## config.mk

```make
export PLATFORM = sky130hd
export DESIGN_NAME = rom_fetch_streamer
export DESIGN_NICKNAME = d
export VERILOG_FILES = /design/src/rtl/rom_fetch_streamer_pkg.sv /design/src/rtl/rom_fetch_streamer_skid_fifo.sv /design/src/rtl/rom_fetch_streamer.sv
export SDC_FILE = /design/constraint.sdc
export NUM_CORES = 1
export LEC_CHECK = 0
export BUFFER_PORTS_ARGS = -buffer_cell sky130_fd_sc_hd__clkbuf_2
export CAP_MARGIN = 20
export CORE_UTILIZATION = 50
export DETAILED_ROUTE_END_ITERATION = 10
export PLACE_DENSITY = 0.73
export SYNTH_ARGS = -nofsm -noshare
export SYNTH_HDL_FRONTEND = slang
export SYNTH_SLANG_ARGS = --single-unit
```

## constraint.sdc

```tcl
create_clock -name clk -period 2.5 [get_ports clk]
set_clock_uncertainty 0.05 [all_clocks]
set_input_delay 0.25 -clock clk [delete_from_list [all_inputs] [get_ports clk]]
set_output_delay 0.25 -clock clk [all_outputs]
set_load 0.1 [all_outputs]
```

## src/rtl/rom_fetch_streamer_pkg.sv

```systemverilog
// Shared defaults and FSM state type for the ROM fetch streamer.
package rom_fetch_pkg;
  localparam int unsigned ROM_ADDR_W    = 5;
  localparam int unsigned ROM_DATA_W    = 32;
  localparam int unsigned ROM_DEPTH     = 16;
  localparam int unsigned ROM_LEN_W     = 5;
  localparam int unsigned ROM_BUF_DEPTH = 2;

  typedef enum logic [1:0] {IDLE, RUN, DONE} state_t;
endpackage

```

## src/rtl/rom_fetch_streamer_skid_fifo.sv

```systemverilog
// Small FIFO of {addr,data} words absorbing ROM read latency under backpressure.
module fetch_skid_fifo #(
  parameter  int unsigned DEPTH = 2,
  parameter  int unsigned W     = 8,
  localparam int unsigned PW    = (DEPTH > 1) ? $clog2(DEPTH) : 1,
  localparam int unsigned CW    = $clog2(DEPTH + 1)
) (
  input  logic          clk,
  input  logic          rst,
  input  logic          push,
  input  logic [W-1:0]  push_data,
  input  logic          pop,
  output logic [W-1:0]  head,
  output logic [CW-1:0] count
);
  logic [W-1:0]  mem [DEPTH];
  logic [PW-1:0] rd_ptr;
  logic [PW-1:0] wr_ptr;

  function automatic logic [PW-1:0] bump(input logic [PW-1:0] p);
    return (p == PW'(DEPTH - 1)) ? '0 : p + 1'b1;
  endfunction

  always_ff @(posedge clk) begin
    if (rst) begin
      rd_ptr <= '0;
      wr_ptr <= '0;
      count  <= '0;
      for (int unsigned i = 0; i < DEPTH; i++) mem[i] <= '0;
    end else begin
      if (push) begin
        mem[wr_ptr] <= push_data;
        wr_ptr      <= bump(wr_ptr);
      end
      if (pop) rd_ptr <= bump(rd_ptr);
      case ({push, pop})
        2'b10:   count <= count + 1'b1;
        2'b01:   count <= count - 1'b1;
        default: count <= count;
      endcase
    end
  end

  assign head = mem[rd_ptr];
endmodule

```

## src/rtl/rom_fetch_streamer.sv

```systemverilog
// Walks LEN consecutive ROM addresses (wrapping at DEPTH) and streams the words
// out over valid/ready, with credit-limited reads so backpressure never drops data.
module rom_fetch_streamer
  import rom_fetch_pkg::*;
#(
  parameter int unsigned ADDR_W    = ROM_ADDR_W,
  parameter int unsigned DATA_W    = ROM_DATA_W,
  parameter int unsigned DEPTH     = ROM_DEPTH,
  parameter int unsigned LEN_W     = ROM_LEN_W,
  parameter int unsigned BUF_DEPTH = ROM_BUF_DEPTH
) (
  input  logic              clk,
  input  logic              rst,
  input  logic              start,
  input  logic [ADDR_W-1:0] base_addr,
  input  logic [LEN_W-1:0]  length,
  output logic              busy,
  output logic              done,
  output logic [ADDR_W-1:0] rom_addr,
  input  logic [DATA_W-1:0] rom_data,
  output logic              out_valid,
  input  logic              out_ready,
  output logic [DATA_W-1:0] out_data,
  output logic [ADDR_W-1:0] out_addr
);
  localparam int unsigned CW = $clog2(BUF_DEPTH + 1);

  state_t             state_q, state_d;
  logic [LEN_W-1:0]   len_q, issued_q, popped_q;
  logic [1:0]         rd_v_q;
  logic [ADDR_W-1:0]  rd_a1_q;
  logic [CW-1:0]      count;
  logic [ADDR_W+DATA_W-1:0] head;
  logic [1:0]         inflight;
  logic [3:0]         used, avail;
  logic               pop, push, accept, issue, credit_ok, last_pop;
  logic [ADDR_W-1:0]  base_mod;

  function automatic logic [ADDR_W-1:0] next_addr(input logic [ADDR_W-1:0] a);
    return (a == ADDR_W'(DEPTH - 1)) ? '0 : a + 1'b1;
  endfunction

  assign base_mod = base_addr % ADDR_W'(DEPTH);
  assign out_valid = (count != '0);
  assign out_addr  = head[ADDR_W+DATA_W-1:DATA_W];
  assign out_data  = head[DATA_W-1:0];
  assign busy      = (state_q == RUN);
  assign done      = (state_q == DONE);
  assign push      = rd_v_q[1];

  always_comb begin
    pop       = out_valid & out_ready;
    inflight  = 2'(rd_v_q[0]) + 2'(rd_v_q[1]);
    used      = 4'(count) + 4'(inflight);
    avail     = 4'(BUF_DEPTH) + 4'(pop);
    credit_ok = used < avail;
    accept    = (state_q == IDLE) && start;
    // The first read goes out on the accepting edge so rom_addr=base in the next cycle.
    issue     = (accept && (length != '0)) ||
                ((state_q == RUN) && (issued_q < len_q) && credit_ok);
    last_pop  = (state_q == RUN) && pop && (popped_q == len_q - LEN_W'(1));
    state_d   = state_q;
    case (state_q)
      IDLE:    if (start) state_d = (length != '0) ? RUN : DONE;
      RUN:     if (last_pop) state_d = DONE;
      DONE:    state_d = IDLE;
      default: state_d = IDLE;
    endcase
  end

  always_ff @(posedge clk) begin
    if (rst) begin
      state_q  <= IDLE;
      len_q    <= '0;
      issued_q <= '0;
      popped_q <= '0;
      rom_addr <= '0;
      rd_v_q   <= '0;
      rd_a1_q  <= '0;
    end else begin
      state_q <= state_d;
      rd_v_q  <= {rd_v_q[0], issue};
      if (rd_v_q[0]) rd_a1_q <= rom_addr;
      if (accept) begin
        len_q    <= length;
        popped_q <= '0;
        issued_q <= (length != '0) ? LEN_W'(1) : '0;
        if (length != '0) rom_addr <= base_mod;
      end else if (state_q == RUN) begin
        if (issue) begin
          issued_q <= issued_q + 1'b1;
          rom_addr <= next_addr(rom_addr);
        end
        if (pop) popped_q <= popped_q + 1'b1;
      end
    end
  end

  fetch_skid_fifo #(
    .DEPTH(BUF_DEPTH),
    .W    (ADDR_W + DATA_W)
  ) u_fifo (
    .clk      (clk),
    .rst      (rst),
    .push     (push),
    .push_data({rd_a1_q, rom_data}),
    .pop      (pop),
    .head     (head),
    .count    (count)
  );
endmodule

```

* After elaboration in Yosys (flattened, before gate mapping)
Memory sizes are Yosys's and may differ from the RTL's. A register that Yosys moved wholly into a read port is not among the register bits.
Index checks and enable logic that the tools add are counted.
** Operators by class
- Add/subtract/negate cells :: 11
- Multiply operators :: 0
- Divide/modulo/power cells :: 0
- Magnitude comparators :: 2
- Equal/unequal tests :: 9
- Shift operators :: 0
- Multiplexer cells :: 26
- Bitwise logic cells :: 1
- Reduce and logical (&&, ||, !) cells :: 19
** Operators by type and width (count)
- 5-bit 2-to-1 mux :: 8
- 37-bit 2-to-1 mux :: 1
- 37-bit OR reduction :: 1
- 5-bit by 1-bit adder with 5-bit output (second input constant) :: 3
- 1-bit 2-to-1 mux :: 12
- 2-bit case mux with 2 select lines :: 2
- 2-bit nonzero test :: 4
- 1-bit logical AND :: 6
- 2-bit 2-to-1 mux :: 3
- 2-bit AND reduction :: 3
- 5-bit by 4-bit == test with 1-bit output (second input constant) :: 1
- 5-bit == test :: 1
- 5-bit < comparator :: 1
- 5-bit nonzero test :: 1
- 5-bit by 1-bit subtractor with 5-bit output (second input constant) :: 1
- 2-bit by 1-bit == test with 1-bit output (second input constant) :: 2
- 2-bit == test (second input constant) :: 2
- 2-bit by 1-bit inequality test with 1-bit output (second input constant) :: 2
- 2-bit by 1-bit adder with 3-bit output (first input constant) :: 1
- 2-bit by 2-bit adder with 3-bit output :: 1
- 3-bit < comparator :: 1
- 3-bit AND reduction :: 1
- 1-bit adder (second input constant) :: 2
- 1-bit by 1-bit adder with 2-bit output :: 1
- other kinds (7) :: 7
** Storage, ports and cells
- Bits in registers :: 33
- Bits in latches :: 0
- Bits in writable memories :: 74
- ROM bits :: 0
- Output and inout bits :: 45
- Word-level logic and storage cells :: 79
- Memories kept :: 1
** Memory list
- u_fifo.mem :: depth 2, width 37, rd ports 1, clocked after memory_dff 1, write ports 2, RTL line rom_fetch_streamer_skid_fifo.sv:16 : logic [W-1:0] mem [DEPTH];

* Logic depth before layout (Yosys ltp)
Gate-level depths: netlist of run 1.
- Word-level depth :: 9
- Mapped depth :: 11
- Mapped depth without buffers :: 9

* Cells and area by module
A second synthesis of run 1 with hierarchy kept.
** Unflattened totals
- Cells, all modules :: 439
- Area, all modules :: 4988.5 µm²
** Modules (own cells, without submodules)
- fetch_skid_fifo :: times used 1, cells an instance 260, area an instance 3439.5 µm², sequential area each 2322.2 µm²
- rom_fetch_streamer :: times used 1, cells an instance 179, area an instance 1549.0 µm², sequential area each 580.6 µm²

* Worst setup path after synthesis of run 1
Ideal clock, no wire load.
- Kind :: register to register
- From :: register state_q[0]
- To :: register popped_q[4]
- Setup time :: 126 ps
- Arrival :: 2539 ps
- Setup slack :: -215 ps
- Cell stages (with the launch flop) :: 6
- Path buffers :: 0
- Cell sequence :: dfxtp_1 nor2b_1 nor2b_1 nand4_1 xor2_1 nor2_1
** RTL lines
- start, declared :: RTL line rom_fetch_streamer.sv:28 : state_t state_q, state_d;
- start signal, assigned :: RTL line rom_fetch_streamer.sv:81 : state_q <= state_d;
- 2-bit by 1-bit == test with 1-bit output
- named net busy :: RTL line rom_fetch_streamer.sv:17 : output logic busy,
- 2-bit AND reduction (no line)
- end signal, assigned :: RTL line rom_fetch_streamer.sv:94 : if (pop) popped_q <= popped_q + 1'b1;
- end, declared :: RTL line rom_fetch_streamer.sv:29 : logic [LEN_W-1:0] len_q, issued_q, popped_q;
The timed path passes the listed nets, and every way through them passes these cells.
A chain may end at the register's enable or synchronous reset.

* Final worst setup path of run 1
- From :: register u_fifo.count[0]
- To :: register issued_q[0]
** On the way
- Cells in the longest elaborated chain, start to end :: 8
** RTL lines
- start, declared :: RTL line rom_fetch_streamer_skid_fifo.sv:14 : output logic [CW-1:0] count
- start signal, assigned :: RTL line rom_fetch_streamer_skid_fifo.sv:37 : 2'b10: count <= count + 1'b1;
- start signal, assigned :: RTL line rom_fetch_streamer_skid_fifo.sv:38 : 2'b01: count <= count - 1'b1;
- start signal, assigned :: RTL line rom_fetch_streamer_skid_fifo.sv:39 : default: count <= count;
- 2-bit nonzero test :: RTL line rom_fetch_streamer.sv:44 : assign out_valid = (count != '0);
- 1-bit AND :: RTL line rom_fetch_streamer.sv:52 : pop = out_valid & out_ready;
- 2-bit by 1-bit adder with 3-bit output :: RTL line rom_fetch_streamer.sv:55 : avail = 4'(BUF_DEPTH) + 4'(pop);
- 3-bit < comparator * :: RTL line rom_fetch_streamer.sv:56 : credit_ok = used < avail;
- 1-bit logical AND * :: RTL line rom_fetch_streamer.sv:60 : ((state_q == RUN) && (issued_q < len_q) && credit_ok);
- 1-bit logical OR * :: RTL line rom_fetch_streamer.sv:59 : issue = (accept && (length != '0)) ||
- 2-bit nonzero test (no line) *
- 2-bit AND reduction (no line) *
- end signal, assigned :: RTL line rom_fetch_streamer.sv:87 : issued_q <= (length != '0) ? LEN_W'(1) : '0;
- end signal, assigned :: RTL line rom_fetch_streamer.sv:91 : issued_q <= issued_q + 1'b1;
- end, declared :: RTL line rom_fetch_streamer.sv:29
Mark *: on every way between the ends. The rest lies on a longest branch, timed or not.

==> impl_metrics.env, run 1 <==
export IMPL_status="finished clean"
export IMPL_clock_latency_ns=0.35
export IMPL_cts_buffer_depth=2
export IMPL_vias=3296
export IMPL_synthFlopType="edfxtp_1"
export IMPL_setup_worst_path_end_class="register"
export IMPL_antenna_found_initial=0
export IMPL_wl_per_cell_microns=15.1
export IMPL_hp_class="input port to register"
export IMPL_period_share_pct=97.3
export IMPL_timing_final_ws_setup_ns=0.0665
export IMPL_worst_path_max_delay_cell="or4b_4"
export IMPL_setup_viol=0
export IMPL_drive_above_1_share_pct=35.6
export IMPL_syn2layout_area_growth_pct=19.7
export IMPL_drc_errors=0
export IMPL_htreeDepth=3
export IMPL_pin_count=91
export IMPL_avgSynthCellArea_sq_um=12.2
export IMPL_die_y_microns=101
export IMPL_ir_worst_vdd_mv=0.530
export IMPL_multi_input_area_sq_um=1950
export IMPL_numClockSinks=108
export IMPL_seq_area_frac_synth_pct=59.1
export IMPL_synth_cell_types=42
export IMPL_total_power_mw=4.52
export IMPL_grt_usage_pct=19.3
export IMPL_finalWirelength_microns=9580
export IMPL_drt_pre_antenna_iters=4
export IMPL_relSlewSlack_pct=62.6
export IMPL_nNetsFinal=558
export IMPL_design_core_area_sq_um=9370
export IMPL_p_leak_nw=2.40
export IMPL_dp_cells=614
export IMPL_yosysTopAreaCell="edfxtp_1"
export IMPL_path_clk_slew_ns=0.09
export IMPL_p_per_area_nw_per_um2=768
export IMPL_final_antenna_net_count=0
export IMPL_worst_setup_path_start_kind="register"
export IMPL_synth_edf_count=74
export IMPL_preCtsSetupSlack_ns=0.0146
export IMPL_tightest_slew_ns=0.564
export IMPL_syn_cell_area_sq_um=4910
export IMPL_cts_made_buffers=9
export IMPL_drv_cap=0
export IMPL_gp_congestion=0.785
export IMPL_overflow=0
export IMPL_hpwl_microns=6520
export IMPL_ys_seq_elements=108
export IMPL_cts_root_buffer="clkbuf_8"
export IMPL_mostFrequentLayoutCell="clkbuf_2"
export IMPL_synth_top_cell_area_share_pct=45.2
export IMPL_synthTopCellsByArea="edfxtp_1 (45%), dfxtp_1 (14%), and2_1 (9.4%)"
export IMPL_path_max_fanout=7
export IMPL_port_buffers=89
export IMPL_cts_tree="yes"
export IMPL_crit_type="register to register"
export IMPL_rows=35
export IMPL_seqCellArea_sq_um=2910
export IMPL_grt_pass1_vias=3323
export IMPL_cpMostUsedCell="inv_2"
export IMPL_max_freq_mhz=411
export IMPL_grt_max_degree=38
export IMPL_max_stage_delay_ns=0.49
export IMPL_fp_dieW_microns=101
export IMPL_syn_inst=403
export IMPL_via_per_inst=5.19
export IMPL_cp_cell_sequence="inv_2 > fa_2 > inv_2 > ha_4 > or4b_4 > a221oi_4 > o21ai_4 > buf_6 > or4_1 > o211ai_1"
export IMPL_async_reset_ff_share_pct=0
export IMPL_hold_violations=0
export IMPL_period_minus_slack_ns=2.43
export IMPL_start_util_pct=52.4
export IMPL_antenna_cells=0
export IMPL_final_cells=635
export IMPL_yosysWarnings=0
export IMPL_mostFrequentLayoutCells="clkbuf_2 (89), and2_1 (74), edfxtp_1 (74)"
export IMPL_worstPathArrival_ns=2.66
export IMPL_drv_slew=0
export IMPL_dieArea_sq_um=10200
export IMPL_drt_iter0_drc=84
export IMPL_grt_pass1_wl_microns=15300
export IMPL_fillers=790
export IMPL_final_util_pct=62.8
export IMPL_required_ns=2.73
export IMPL_rsz0062_at_grt="true"
export IMPL_syn_num_nets=460
-- what timing repair did --
| action | in CTS | in global routing |
|---|---|---|
| endpoints found under the setup margin | 1 | 7 |
| resized for setup | 1 | 13 |
| pin swaps | 0 | 1 |
| hold buffers | 0 | 0 |
| setup buffers | 2 | 3 |
-- synthesized netlist by cell type, types with 4 or more instances --
library cell,n
and2_1,74
edfxtp_1,74
mux2_2,38
dfxtp_1,34
clkbuf_1,21
nand2_1,21
nor2_1,18
a21oi_1,15
inv_1,12
ha_1,10
xor2_1,9
nand3_1,7
mux2i_1,6
nor3b_1,6
a31oi_1,5
xnor2_1,5
o21ai_0,4
-- metrics by stage --
stage	area, sq um	TNS [ns]	hold WS [ns]
floorplan	4920	0	0.336
global placement	5600	0	0.423
detailed placement	5600	0	0.427
CTS	5820	0	0.0569
global route	5880	-0.0438	0.0515
finish	5880	0	0.0784
-- path summary, 6_finish.rpt --
| kind | to | slack (ns) | startpoint | cells after the start |
|---|---|---|---|---|
| worst min register to register | rd_v_q[1] | 0.42 | rd_v_q[0] | 2 |
| worst max-delay path | issued_q[0] | 0.07 | u_fifo.count[0] | 10 |
| worst min-delay path | len_q[1] | 0.08 | length[1] | 3 |
| worst max register to register | issued_q[0] | 0.07 | u_fifo.count[0] | 10 |
-- worst max-delay path, delay by kind of cell, from the launching register on --
kind                     cells  cell delay, ns
AND/OR/NAND/NOR              2            0.88
AO/OA/AOI/OAI                3            0.50
flip-flops                   1            0.37
adder cells (fa/ha/maj)      2            0.32
buffers and inverters        3            0.24
-- cell families (layout without fill, tap and decap cells) --
logic type      count (synthesis)  count (layout)  synth area share, %
flops                         108             108                 59.1
buf+inv                        33             136                 2.52
compound gates                 41              41                 5.45
fa+ha+maj                      11              11                 2.95
xor+xnor                       14              14                 2.49
simple gates                  152             152                 17.6
mux                            44              44                 9.93
-- routing by layer --
metal  vias to the layer above  part of all wire, %  track usage, %
li1                       1622                    -               -
met1                      1591                   44            23.3
met2                        73                   50            34.8
met3                        10                  4.2            3.24
met4                         0                  1.2            7.25
met5                         -                    0               0
-- final cells by class --
| class | instances | area share, % |
|---|---|---|
| Clock buffer | 11 | 2.40 |
| Clock inverter | 5 | 1.04 |
| Inverter | 12 | 0.765 |
| Multi-Input combinational cell | 262 | 33.1 |
| Sequential cell | 108 | 49.4 |
| Tap cell | 129 | 2.74 |
| Timing Repair Buffer | 108 | 10.5 |
-- report_power, final --
part	leakage, nW	total [mW]	switching [mW]	internal, mW
logic	1.25	1.36	1.03	0.328
clock network	0.0975	1.08	0.581	0.497
registers	1.05	2.08	0.0737	2.01
total	2.40	4.52	1.69	2.83
-- state kept, by name (all words and copies together), names as in the netlist, named ones only --
register,count
rd_v_q,2
u_fifo.wr_ptr,1
rom_addr,5
len_q,5
u_fifo.mem,74
popped_q,5
u_fifo.count,2
u_fifo.rd_ptr,1
issued_q,5
state_q,2
rd_a1_q,5
Power figures use the tool's default switching activity.
==> run 2: changes to the inputs <==
Settings changed: BUFFER_PORTS_ARGS -buffer_cell sky130_fd_sc_hd__clkbuf_2 to -buffer_cell sky130_fd_sc_hd__buf_2.
==> run 2 against run 1 <==
Combinational power hardly changed. Die area stayed put. Final cell count is 1.1% lower. Via count is 0.49% lower.
==> impl_metrics.env, run 2 (synthesis gave the netlist of run 1 again) <==
export IMPL_ir_worst_vdd_mv=0.317
export IMPL_cts_buffer_depth=2
export IMPL_final_setup_tns_ns=0
export IMPL_setup_viol=0
export IMPL_hold_violations=0
export IMPL_antenna_found_initial=0
export IMPL_period_minus_slack_ns=2.31
export IMPL_wl_per_cell_microns=15.1
export IMPL_dp_cells=611
export IMPL_r2r_setup_slack_ns=0.19
export IMPL_relSlewSlack_pct=37.6
export IMPL_drt_iter0_drc=67
export IMPL_path_clk_slew_ns=0.11
export IMPL_worst_path_max_delay_cell="or4b_1"
export IMPL_via_per_inst=5.22
export IMPL_setup_worst_path_end_class="register"
export IMPL_status="finished clean"
export IMPL_timing_final_ws_setup_ns=0.186
export IMPL_p_per_area_nw_per_um2=756
export IMPL_crit_family="compound AO/OA/AOI/OAI gates"
export IMPL_p_leak_nw=2.34
export IMPL_grt_pass1_wl_microns=15100
export IMPL_die_y_microns=101
export IMPL_drc_errors=0
export IMPL_preCtsSetupSlack_ns=0.0924
export IMPL_mostFrequentLayoutCell="buf_2"
export IMPL_dieArea_sq_um=10200
export IMPL_overflow=0
export IMPL_rsz0062_at_grt="false"
export IMPL_postCtsResizedCells=0
export IMPL_p_int_mw=2.69
export IMPL_final_util_pct=61.5
export IMPL_cts_root_buffer="clkbuf_8"
export IMPL_pin_count=91
export IMPL_grt_usage_pct=19.4
export IMPL_worstPathArrival_ns=2.51
export IMPL_cts_made_buffers=9
export IMPL_port_buffers=89
export IMPL_worst_setup_path_start_kind="register"
export IMPL_seqPwrFrac_pct=47.6
export IMPL_max_freq_mhz=432
export IMPL_fp_dieW_microns=101
export IMPL_drive_above_1_share_pct=33.3
export IMPL_start_util_pct=52.4
export IMPL_antenna_cells=0
export IMPL_post_cts_buffers=0
export IMPL_gp_congestion=0.726
export IMPL_vias=3280
export IMPL_nNetsFinal=551
export IMPL_max_stage_delay_ns=0.48
export IMPL_clock_latency_ns=0.36
export IMPL_required_ns=2.69
export IMPL_grt_max_degree=38
export IMPL_clkPwrFrac_pct=21.8
export IMPL_hp_class="input port to register"
export IMPL_mostFrequentLayoutCells="buf_2 (89), and2_1 (74), edfxtp_1 (74)"
export IMPL_final_cells=628
export IMPL_drv_cap=0
export IMPL_hpwl_microns=6470
export IMPL_fillers=811
export IMPL_design_core_area_sq_um=9370
export IMPL_hold_ws_ns=0.0828
export IMPL_finalWirelength_microns=9490
export IMPL_crit_type="register to register"
export IMPL_cp_num_buf_inv=3
export IMPL_largest_reg_flops=74
export IMPL_path_max_fanout=9
export IMPL_power_switching_mw=1.67
export IMPL_numClockSinks=108
export IMPL_syn2layout_area_growth_pct=17.2
export IMPL_tightest_slew_ns=0.937
export IMPL_holdBufCountCts=0
export IMPL_final_antenna_net_count=0
export IMPL_htreeDepth=3
export IMPL_period_share_pct=92.6
export IMPL_rows=35
export IMPL_regMostFlops="u_fifo.mem"
export IMPL_netSwitchingFraction_pct=38.4
export IMPL_drv_slew=0
export IMPL_grt_pass1_vias=3239
export IMPL_cp_cell_sequence="inv_2 > fa_1 > inv_1 > ha_1 > or4b_1 > a221oi_2 > o21ai_2 > buf_6 > a221oi_1 > a311oi_1"
export IMPL_drt_pre_antenna_iters=4
export IMPL_power_frac_comb_pct=30.6
export IMPL_cts_tree="yes"
## run 2: cell count changes in the layout (fill, tap and decap cells not counted), moves of 2 or more
cell        change
buf_4           -8
inv_2           -2
inv_1           +2
buf_2          +89
clkinvlp_4      +2
clkbuf_2       -89
## run 2: power by group through the flow
stage               logic (mW)  registers [mW]  clock network, mW
floorplan                 1.07            2.14                  0
global placement          1.32            2.11                  0
detailed placement        1.34            2.12                  0
CTS                       1.34            2.07              0.975
global route              1.39            2.09               1.03
finish                    1.33            2.07              0.951
## run 2: worst paths after layout
kind / start / endpoint / depth (start not counted)
worst max-delay path: rd_v_q[0] / rom_addr[0] / 10
worst min-delay path: length[3] / len_q[3] / 3
worst max register to register: rd_v_q[0] / rom_addr[0] / 10
worst min register to register: rd_v_q[0] / rd_v_q[1] / 2
## run 2: stage by stage
stage	area, sq um	total power [mW]
floorplan	4920	3.21
global placement	5580	3.43
detailed placement	5580	3.45
CTS	5750	4.39
global route	5760	4.51
finish	5760	4.36
## run 2: tightest hold or removal path, cell delays in order
cell and delay (ns):
buf_2 0.10, nand2_1 0.05, a21oi_1 0.05
## run 2: final cells by class
cell class | count | area, sq um | area share [%]
flip-flops and latches | 108 | 2910 | 50.4
clock buffers | 11 | 131 | 2.28
repair buffers | 101 | 568 | 9.86
well taps | 129 | 161 | 2.80
inverters | 12 | 45.0 | 0.782
clock inverters | 5 | 38.8 | 0.673
multi-input cells | 262 | 1910 | 33.2
## run 2: layer usage
layer	global-route usage, %	wire (microns)	vias to the layer above
met5	0	0	-
met3	2.83	419	11
met4	7.25	121	0
met2	35.3	4940	79
li1	-	-	1599
met1	23.1	4010	1591
==> run 3: changes to the inputs <==
Settings changed: CORE_ASPECT_RATIO set to 1.25.
==> run 3 against run 2 <==
Sequential power hardly changed. Combinational power is essentially flat. Critical path depth shrank 1. Sequential cell count did not move. Final area grew 1.5%. Highest routed layer unchanged.
==> impl_metrics.env, run 3 (synthesis gave the netlist of run 1 again) <==
export IMPL_drv_cap=0
export IMPL_path_max_fanout=8
export IMPL_hold_violations=0
export IMPL_p_leak_nw=2.40
export IMPL_hpwl_microns=6410
export IMPL_worstPathArrival_ns=2.61
export IMPL_cts_made_buffers=9
export IMPL_dieArea_sq_um=10200
export IMPL_port_buffers=89
export IMPL_design_core_area_sq_um=9560
export IMPL_setup_worst_path_end_class="register"
export IMPL_worst_setup_path_start_kind="register"
export IMPL_max_freq_mhz=419
export IMPL_crit_type="register to register"
export IMPL_largest_reg_flops=74
export IMPL_hold_ws_ns=0.109
export IMPL_antenna_found_initial=1
export IMPL_clock_latency_ns=0.34
export IMPL_wl_met1_microns=3730
export IMPL_cts_tree="yes"
export IMPL_syn2layout_area_growth_pct=19.0
export IMPL_final_antenna_net_count=0
export IMPL_gp_congestion=0.824
export IMPL_antenna_cells=0
export IMPL_path_clk_slew_ns=0.07
export IMPL_die_y_microns=113
export IMPL_wl_met3_microns=395
export IMPL_period_minus_slack_ns=2.39
export IMPL_grt_pass1_vias=3219
export IMPL_finalWirelength_microns=9210
export IMPL_setup_viol=0
export IMPL_status="finished clean"
export IMPL_relSlewSlack_pct=40.0
export IMPL_cts_buffer_depth=2
export IMPL_crit_family="simple AND/OR/NAND/NOR gates"
export IMPL_required_ns=2.72
export IMPL_wl_met2_microns=4980
export IMPL_nNetsFinal=550
export IMPL_grt_pass1_wl_microns=15200
export IMPL_start_util_pct=51.4
export IMPL_tightest_slew_ns=0.900
export IMPL_vias=3250
export IMPL_cts_root_buffer="clkbuf_16"
export IMPL_via_per_inst=5.21
export IMPL_drc_errors=0
export IMPL_mostFrequentLayoutCell="buf_2"
export IMPL_pin_count=91
export IMPL_fillers=787
export IMPL_max_stage_delay_ns=0.49
export IMPL_drive_above_1_share_pct=32.9
export IMPL_rows=40
export IMPL_period_share_pct=95.5
export IMPL_numClockSinks=108
export IMPL_grt_usage_pct=18.9
export IMPL_drt_iter0_drc=103
export IMPL_ir_worst_vdd_mv=0.436
export IMPL_overflow=0
export IMPL_final_setup_tns_ns=0
export IMPL_seqCellArea_sq_um=2900
export IMPL_worst_path_max_delay_cell="or4_1"
export IMPL_fp_dieW_microns=90.7
export IMPL_rsz0062_at_grt="false"
export IMPL_drv_slew=0
export IMPL_drt_pre_antenna_iters=4
export IMPL_cpMostUsedCell="inv_1"
export IMPL_multi_input_area_sq_um=1910
export IMPL_dr_max_layer_used="met4"
export IMPL_wl_per_cell_microns=14.8
export IMPL_regMostFlops="u_fifo.mem"
export IMPL_grt_max_degree=38
export IMPL_cp_cell_sequence="inv_1 > fa_1 > inv_1 > ha_1 > or4b_1 > a221oi_2 > o21ai_2 > or4_1 > a21oi_1"
export IMPL_p_per_area_nw_per_um2=813
export IMPL_hp_class="input port to register"
export IMPL_mostFrequentLayoutCells="buf_2 (89), and2_1 (74), edfxtp_1 (74)"
export IMPL_cp_num_buf_inv=2
export IMPL_htreeDepth=3
export IMPL_holdBufCountCts=0
[run 3: repair_timing]
item | in CTS | in global routing
setup endpoints to repair | 0 | 3
gates resized for setup | 0 | 1
buffers inserted | 0 | 1
[run 3: power breakdown]
group          switching [mW]  internal [mW]  leakage (nW)
clock network           0.598          0.767         0.144
logic                    1.03          0.302          1.21
registers              0.0514           2.01          1.05
total                    1.68           3.08          2.40
[run 3: worst reg2reg max path: cells and delay by family, from the launching register on]
kind / cells / cell delay (ns)
simple gates: 2 / 0.97
flops: 1 / 0.32
fa+ha+maj: 2 / 0.33
compound gates: 3 / 0.54
buf+inv: 2 / 0.12
[run 3: worst paths after layout]
kind         startpoint           to  slack (ns)  cells after the start
max           rd_v_q[1]  issued_q[4]        0.11                      9
min           length[3]     len_q[3]        0.11                      3
max reg2reg   rd_v_q[1]  issued_q[4]        0.11                      9
min reg2reg   rd_v_q[0]    rd_v_q[1]        0.42                      2
[run 3: routing by layer]
layer,vias to the layer above,global-route usage (%)
met3,8,4.30
met4,0,4.84
li1,1599,-
met5,-,0
met1,1563,21.7
met2,80,35.2
[run 3: final cells by class]
class                      instances  share of cell area (%)
sequential                       108                    49.6
multi-input combinational        262                    32.7
timing repair buffer             100                    9.24
clock buffer                      13                    4.66
tap                              126                    2.69
inverter                          12                   0.770
clock inverter                     3                   0.321
[run 3: per-stage QoR]
stage	total power, mW	cells	util [%]	setup slack (ns)	instance area [sq um]
floorplan	3.21	403	-	0.0490	4920
global placement	3.42	607	58.1	0.135	5550
detailed placement	3.44	607	58.1	0.0923	5550
CTS	4.80	623	61.1	0.0780	5840
global route	4.93	624	61.2	0.00375	5850
finish	4.76	624	61.2	0.112	5850
